File: config.mk
export PLATFORM = sky130hd
export DESIGN_NAME = stack_arbiter
export DESIGN_NICKNAME = d
export VERILOG_FILES = /design/src/rtl/stack_arb_pkg.sv /design/src/rtl/rr_arb2.sv /design/src/rtl/stack_arbiter.sv
export SDC_FILE = /design/constraint.sdc
export NUM_CORES = 1
export LEC_CHECK = 0
export ABC_AREA = 1
export CAP_MARGIN = 15
export CORE_MARGIN = 3
export CORE_UTILIZATION = 33
export DETAILED_ROUTE_END_ITERATION = 16
export GPL_TIMING_DRIVEN = 0
export PLACE_DENSITY = 0.57
export SYNTH_ARGS = -nofsm -noshare
export SYNTH_HDL_FRONTEND = slang
export SYNTH_SLANG_ARGS = --single-unit
File: constraint.sdc
create_clock -name CLK -period 1.4 [get_ports CLK]
set_input_delay 0.28 -clock CLK [delete_from_list [all_inputs] [get_ports CLK]]
set_output_delay 0.28 -clock CLK [all_outputs]
set_load 0.02 [all_outputs]
File: src/rtl/stack_arb_pkg.sv
// Shared FSM state and operation encodings for the stack arbiter.
package stack_arb_pkg;

    typedef enum logic [1:0] {
        IDLE   = 2'd0,
        ISSUE  = 2'd1,
        RDWAIT = 2'd2,
        RESP   = 2'd3
    } state_e;

    localparam logic OP_PUSH = 1'b1;
    localparam logic OP_POP  = 1'b0;

endpackage

File: src/rtl/rr_arb2.sv
// Two-way round-robin arbiter; a tie goes to the requester not granted last.
module rr_arb2 (
    input  logic       clk_i,
    input  logic       rst_ni,
    input  logic [1:0] req_i,
    input  logic       update_i,
    output logic [1:0] grant_o
);

    logic last_b_q;  // 1: B held the most recent grant

    always_comb begin
        grant_o = req_i;
        if (req_i == 2'b11) begin
            grant_o = last_b_q ? 2'b01 : 2'b10;
        end
    end

    always_ff @(posedge clk_i or negedge rst_ni) begin
        if (!rst_ni) begin
            last_b_q <= 1'b1;
        end else if (update_i && (grant_o != 2'b00)) begin
            last_b_q <= grant_o[1];
        end
    end

endmodule

File: src/rtl/stack_arbiter.sv
// Arbitrates two requesters onto a 1-bit stack. Define STACK_ARB_ERRCNT_EN to
// add a saturating 8-bit count of rejected transactions on port err_cnt.
module stack_arbiter
    import stack_arb_pkg::*;
#(
    parameter int unsigned DEPTH = 8
) (
    input  logic                         CLK,
    input  logic                         RST_N,
    input  logic                         req_a,
    input  logic                         req_b,
    input  logic                         op_a,
    input  logic                         op_b,
    input  logic                         wdata_a,
    input  logic                         wdata_b,
    output logic                         ack_a,
    output logic                         ack_b,
    output logic                         rdata,
    output logic                         err,
    output logic                         st_push,
    output logic                         st_pop,
    output logic                         st_data,
    input  logic                         st_dout,
    output logic                         full,
    output logic                         empty,
    output logic [$clog2(DEPTH+1)-1:0]   count
`ifdef STACK_ARB_ERRCNT_EN
    ,
    output logic [7:0]                   err_cnt
`endif
);

    localparam int unsigned CW = $clog2(DEPTH + 1);

    state_e     state_q;
    logic [1:0] gnt_q;
    logic       op_q;
    logic       wd_q;
    logic       rbit_q;
    logic       err_pend_q;
    logic [1:0] arb_req;
    logic [1:0] arb_gnt;
    logic       arb_upd;

    // Outside IDLE the arbiter sees only the held grant, so the update in RESP
    // records the requester actually served, whatever req does meanwhile.
    assign arb_req = (state_q == IDLE) ? {req_b, req_a} : gnt_q;
    assign arb_upd = (state_q == RESP);

    rr_arb2 u_rr_arb2 (
        .clk_i    (CLK),
        .rst_ni   (RST_N),
        .req_i    (arb_req),
        .update_i (arb_upd),
        .grant_o  (arb_gnt)
    );

    assign full  = (count == CW'(DEPTH));
    assign empty = (count == '0);

    always_ff @(posedge CLK or negedge RST_N) begin
        if (!RST_N) begin
            state_q    <= IDLE;
            gnt_q      <= 2'b00;
            op_q       <= 1'b0;
            wd_q       <= 1'b0;
            rbit_q     <= 1'b0;
            err_pend_q <= 1'b0;
            count      <= '0;
            ack_a      <= 1'b0;
            ack_b      <= 1'b0;
            rdata      <= 1'b0;
            err        <= 1'b0;
            st_push    <= 1'b0;
            st_pop     <= 1'b0;
            st_data    <= 1'b0;
`ifdef STACK_ARB_ERRCNT_EN
            err_cnt    <= 8'd0;
`endif
        end else begin
            ack_a   <= 1'b0;
            ack_b   <= 1'b0;
            rdata   <= 1'b0;
            err     <= 1'b0;
            st_push <= 1'b0;
            st_pop  <= 1'b0;
            st_data <= 1'b0;
            case (state_q)
                IDLE: begin
                    if (arb_gnt != 2'b00) begin
                        gnt_q      <= arb_gnt;
                        op_q       <= arb_gnt[0] ? op_a : op_b;
                        wd_q       <= arb_gnt[0] ? wdata_a : wdata_b;
                        rbit_q     <= 1'b0;
                        err_pend_q <= 1'b0;
                        state_q    <= ISSUE;
                    end
                end
                ISSUE: begin
                    if (op_q == OP_PUSH) begin
                        if (full) begin
                            err_pend_q <= 1'b1;
                        end else begin
                            st_push <= 1'b1;
                            st_data <= wd_q;
                            count   <= count + CW'(1);
                        end
                        state_q <= RESP;
                    end else if (empty) begin
                        err_pend_q <= 1'b1;
                        state_q    <= RESP;
                    end else begin
                        st_pop  <= 1'b1;
                        count   <= count - CW'(1);
                        state_q <= RDWAIT;
                    end
                end
                RDWAIT: begin
                    // Stack pops on this edge; its output still shows the old top.
                    rbit_q  <= st_dout;
                    state_q <= RESP;
                end
                RESP: begin
                    ack_a   <= gnt_q[0];
                    ack_b   <= gnt_q[1];
                    err     <= err_pend_q;
                    rdata   <= rbit_q;
                    state_q <= IDLE;
`ifdef STACK_ARB_ERRCNT_EN
                    if (err_pend_q && (err_cnt != 8'hFF)) begin
                        err_cnt <= err_cnt + 8'd1;
                    end
`endif
                end
                default: state_q <= IDLE;
            endcase
        end
    end

endmodule

* After elaboration in Yosys (flattened, before gate mapping)
Cells that the tools add are included.
** Storage, ports and cells
- Flip-flop bits (word level) :: 20
- Bits of input ports :: 9
- Output and inout port bits :: 13
- Word-level logic and storage cells :: 68
** Cells by class
- $add $sub $neg :: 2
- Equality and inequality tests :: 10
- Mux-type cells :: 31
- Reductions and logical operators :: 10
** Operator list (count)
- $mux W1 :: 21
- $mux W4 :: 3
- $mux W2 :: 4
- $pmux W2 S4 :: 1
- $eq A2 B2 Y1 const B :: 3
- $ne A3 B3 Y1 const B :: 2
- $reduce_bool A2 Y1 :: 3
- $add A4 B1 Y4 const B :: 1
- $eq A4 B4 Y1 const B :: 1
- $logic_not A4 Y1 :: 1
- $ne A2 B1 Y1 const B :: 2
- $pmux W1 S2 :: 2
- $reduce_and A2 Y1 :: 2
- $reduce_and A4 Y1 :: 1
- $sub A4 B1 Y4 const B :: 1
- $reduce_and A3 Y1 :: 1
- $eq A2 B1 Y1 const B :: 1
- $logic_not A2 Y1 :: 1
- $ne A2 B2 Y1 const B :: 1
- $logic_and A1 B1 Y1 :: 1

* Longest topological paths before layout
- Word-level depth :: 7
- Gate-level depth with buffers :: 10
- Mapped depth without buffers :: 10

* Modules after synthesis
From an unflattened synthesis, not the netlist that was laid out.
** Second synthesis, totals
- Cell total of the unflattened synthesis :: 127
- Area, all modules :: 1084.8 um^2
** By module, submodules not included
- stack_arbiter :: instances 1, cells an instance 119, area each 1023.5 um^2, sequential area each 475.5 um^2
- rr_arb2 :: instances 1, cells an instance 8, area each 61.3 um^2, sequential area each 26.3 um^2

* Worst setup path after synthesis
Ideal clock, no wire load.
- Kind :: register to register
- From :: register state_q[0]
- To :: register op_q
- Setup time :: 0.117 ns
- Arrival time :: 1.316 ns
- Required time :: 1.283 ns
- Slack :: -0.033 ns
- Cell stages (with the launch flop) :: 11
- Path buffers :: 1
- Clock period less this slack :: 1.433 ns
- Cell sequence :: dfrtp_1 inv_1 ha_1 buf_6 nand2_1 o21ai_2 nand2_4 nand2_4 nand2_4 nand2_1 nand2_1
** Between the ends
- Cells in the longest elaborated chain, start to end :: 6
- Elaborated cells between the ends (all ways) :: 7
- Those cells by class :: eq/ne: 1; mux: 3; reduce/logical: 3
** Ends and longest elaborated chain
- from (decl) :: RTL line stack_arbiter.sv:35 : state_e state_q;
- from (signal assigned) :: RTL line stack_arbiter.sv:63 : state_q <= IDLE;
- from (signal assigned) :: RTL line stack_arbiter.sv:96 : state_q <= ISSUE;
- from (signal assigned) :: RTL line stack_arbiter.sv:108 : state_q <= RESP;
- $logic_not A2 Y1 (*) :: RTL line stack_arbiter.sv:47, stack_arbiter.sv:88
- $mux W2 :: RTL line stack_arbiter.sv:47 : assign arb_req = (state_q == IDLE) ? {req_b, req_a} : gnt_q;
- $eq A2 B2 Y1 :: RTL line rr_arb2.sv:14 : if (req_i == 2'b11) begin
- $mux W2 :: RTL line rr_arb2.sv:14
- $reduce_bool A2 Y1 :: RTL line stack_arbiter.sv:90 : if (arb_gnt != 2'b00) begin
- $reduce_and A2 Y1 (no line)
- to (signal assigned) :: RTL line stack_arbiter.sv:92 : op_q <= arb_gnt[0] ? op_a : op_b;
- to (decl) :: RTL line stack_arbiter.sv:37 : logic op_q;
Mark *: on every way between the ends. The rest lies on a longest branch, timed or not.
A chain may end at the register's enable or synchronous reset.

* Worst setup path in the final report
- From :: register count[0]
- To :: output empty
** Between the ends
- Cells in the longest elaborated chain, start to end :: 1
** Ends and longest elaborated chain
- from (decl) :: RTL line stack_arbiter.sv:26 : output logic [$clog2(DEPTH+1)-1:0] count
- from (signal assigned) :: RTL line stack_arbiter.sv:106 : count <= count + CW'(1);
- from (signal assigned) :: RTL line stack_arbiter.sv:114 : count <= count - CW'(1);
- $logic_not A4 Y1 :: RTL line stack_arbiter.sv:59 : assign empty = (count == '0);
- to (decl) :: RTL line stack_arbiter.sv:25 : output logic empty,
No other way between the ends.

==> impl_metrics.csv <==
group,metric,value,unit
timing,whs,473.2,ps
routing,wl,2.402,mm
final_layout,instances_no_fill,208,
status,status,"complete, but fails checks",
final_layout,fill_cells,317,
final_layout,area_growth_syn_to_layout,44.85,%
floorplan,dieArea,4041,sq um
synthesis,synth-seq-cells,20,
setup_path,cp.arrival,1170,ps
timing,slew_headroom,38.68,%
cts,ctsHoldBuffers,0,
routing,drtIter0Drc,17,
synthesis,synthFlopType,"dfrtp_1",
pwr,ir_drop,1.141,mV
synthesis,yosysUniqueCellTypes,20,
timing,rsz0062_at_grt,"true",
cts,numClockSinks,20,
cts,clk_pin_slew_worst_paths,120,ps
synthesis,netlist_area,1094,sq um
timing,fmax,691.2,MHz
pwr,p_per_area,2514,nW/um^2
grt,grt_pass1_wl,3.933,mm
setup_path,end_kind,"primary output",
hold_path,hp-class,"in2async",
timing,skew,8.418,ps
setup_path,crit_path_start_kind,"flop",
cts,clk_latency,310,ps
grt,antenna_found_initial,0,
routing,ant_nets,0,
setup_path,crit_chain,"nor2_4 -> nand3_2 -> inv_2 -> buf_6",
placed_design,dp.cells,193,
synthesis,yosys.area.top_type,"dfrtp_1",
placed_design,routabilityCongestion,0.8271,
setup_path,cpPeakStageDelay,450,ps
final_layout,antenna_cells,0,
status,violations,"negative setup slack",
pwr,finalPower,0.003983,W
final_layout,nets,181,
cts,htreeDepth,1,
pwr,p_leak,0.8827,nW
timing,post-route-period-util,103.3,%
cts,root_buffer,"clkbuf_4",
cts,cts_tree,"built",
routing,firstDrtPassIters,4,
synthesis,synth_edf_count,0,
synthesis,synth_most_common_cell,"nand2_1",
final_layout,drive_above_1_share,33.54,%
placed_design,dpl.hpwl,1.544,mm
routing,via_per_inst,4.457,
synthesis,yosysWarnings,0,
grt,grt_use_total,12.26,%
timing,drv_slew,0,
grt,overflow,0,
routing,vias,927,
setup_path,required,1120,ps
setup_path,critPathMaxFanout,3,
floorplan,io_pins,22,
cts,cts_buffers,3,
timing,setup_slack,-46.86,ps
synthesis,yosysSeqAreaShare,45.88,%
timing,period_needed,1447,ps
synthesis,ys_top_cells_by_count,"nand2_1 (37), inv_1 (22), dfrtp_1 (19)",
setup_path,cp_slowest_cell,"dfrtp_2",
setup_path,criticalPathCategory,"reg2out",
synthesis,ys_async_sr_fraction,100.0,%
timing,worst_pin_slew,917.0,ps
setup_path,rr_worst_depth,10,
floorplan,die_w,63.57,microns
floorplan,start_util,35.24,%
synthesis,synth_area_leaders,"dfrtp_1 (43%), nand2_1 (13%), nand3_1 (8.2%), inv_1 (7.6%), ha_1 (6.9%)",
routing,routedWlPerCell,11.55,microns
synthesis,synth_top_area_share,43.48,%
cts,ctsLongestPathBuffers,2,
timing,final_hold_viol_count,0,
routing,drc,0,
floorplan,die_y,63.57,microns
grt,grt_max_degree,21,
synthesis,syn_inst,128,
floorplan,fp.coreArea,3103,sq um
synthesis,avgSynthCellArea,8.543,sq um
timing,setup_violations,5,
job,cap_violations,0,
placed_design,placement.io_buffers,21,
floorplan,rows,20,
synthesis,syn-num-nets,144,
grt,grt_pass1_vias,892,
-- kinds of logic (layout without fill, tap and decap cells) --
kind of cell / after synthesis / count (layout) / share of synthesized area, %
simple gates: 67 / 67 / 30.09
compound gates: 7 / 7 / 3.546
fa+ha+maj: 7 / 7 / 8.696
buf+inv: 23 / 59 / 8.581
flops: 20 / 20 / 45.88
xor+xnor: 4 / 4 / 3.204
-- registers in the layout, summed over array words and instances, names as in the netlist --
signal,count
count,4
gnt_q,2
state_q,2
ack_a,1
ack_b,1
err,1
err_pend_q,1
op_q,1
rbit_q,1
rdata,1
st_data,1
st_pop,1
st_push,1
u_rr_arb2.last_b_q,1
wd_q,1
-- placed cells by master (no fill, tap or decap), drive strengths merged --
| cell | instances |
|---|---|
| fa | 1 |
| dfrtp | 19 |
| buf | 15 |
| clkbuf | 3 |
| nand2 | 43 |
| clkdlybuf4s15 | 2 |
| nand3 | 20 |
| a21oi | 1 |
| o21ai | 6 |
| ha | 6 |
| and2 | 1 |
| xnor2 | 1 |
| nand4 | 1 |
| xor2 | 3 |
| clkdlybuf4s50 | 8 |
| dlygate4sd2 | 8 |
| nor2 | 2 |
| dfstp | 1 |
| bufinv | 1 |
| inv | 22 |
-- report_power, final --
part           internal (W)  switching [W]  total, W
clock network      0.000290       0.000187  0.000476
logic               0.00108        0.00141   0.00249
registers          0.000836       0.000183   0.00102
-- what timing repair did --
action | 4_1_cts | 5_1_grt
endpoints found under the hold margin | 0 | 0
pin swaps | 7 | 10
endpoints found under the setup margin | 23 | 13
buffers inserted | 10 | 1
gates resized for setup | 43 | 15
-- final timing paths --
kind                            startpoint       end  slack [ps]
worst max-delay path              count[0]     empty         -50
worst max register to register  state_q[1]      op_q         -20
worst min register to register      rbit_q     rdata         480
worst min-delay path                 RST_N  gnt_q[1]         470
max in group asynchronous            RST_N  count[3]         310
min in group CLK                    rbit_q     rdata         480
-- worst max-delay path: cells and delay by family, from the launching register on --
kind / cells / cell delay, ps
and+or+nand+nor: 2 / 240
DFF: 1 / 450
buffers and inverters: 2 / 160
-- final cells by class --
class / instances / area (sq um) / share of cell area [%]
well taps: 44 / 55.05 / 3.476
clock buffers: 3 / 22.52 / 1.422
flip-flops and latches: 20 / 505.5 / 31.91
multi-input cells: 85 / 591.8 / 37.36
plain buffers: 1 / 15.01 / 0.9479
repair buffers: 32 / 281.5 / 17.77
clock inverters: 1 / 30.03 / 1.896
inverters: 22 / 82.58 / 5.213
-- through the flow --
step / setup slack, ps / setup TNS, ps / utilization (%) / area, sq um
global placement: -270.0 / -1782 / 44.19 / 1371
finish: -46.86 / -130.8 / 51.05 / 1584
CTS: -52.54 / -97.44 / 49.48 / 1535
global route: -114.2 / -878.3 / 51.05 / 1584
detailed placement: -293.7 / -2241 / 44.19 / 1371
floorplan: 11.08 / 0 / - / 1106
-- layer usage --
metal / part of all wire, % / global-route usage, %
met3: 3.8 / 3.565
met4: 0.96 / 5.391
met1: 43 / 14.14
met2: 52 / 20.86
met5: 0 / 0
(Power assumes the default switching activity.)
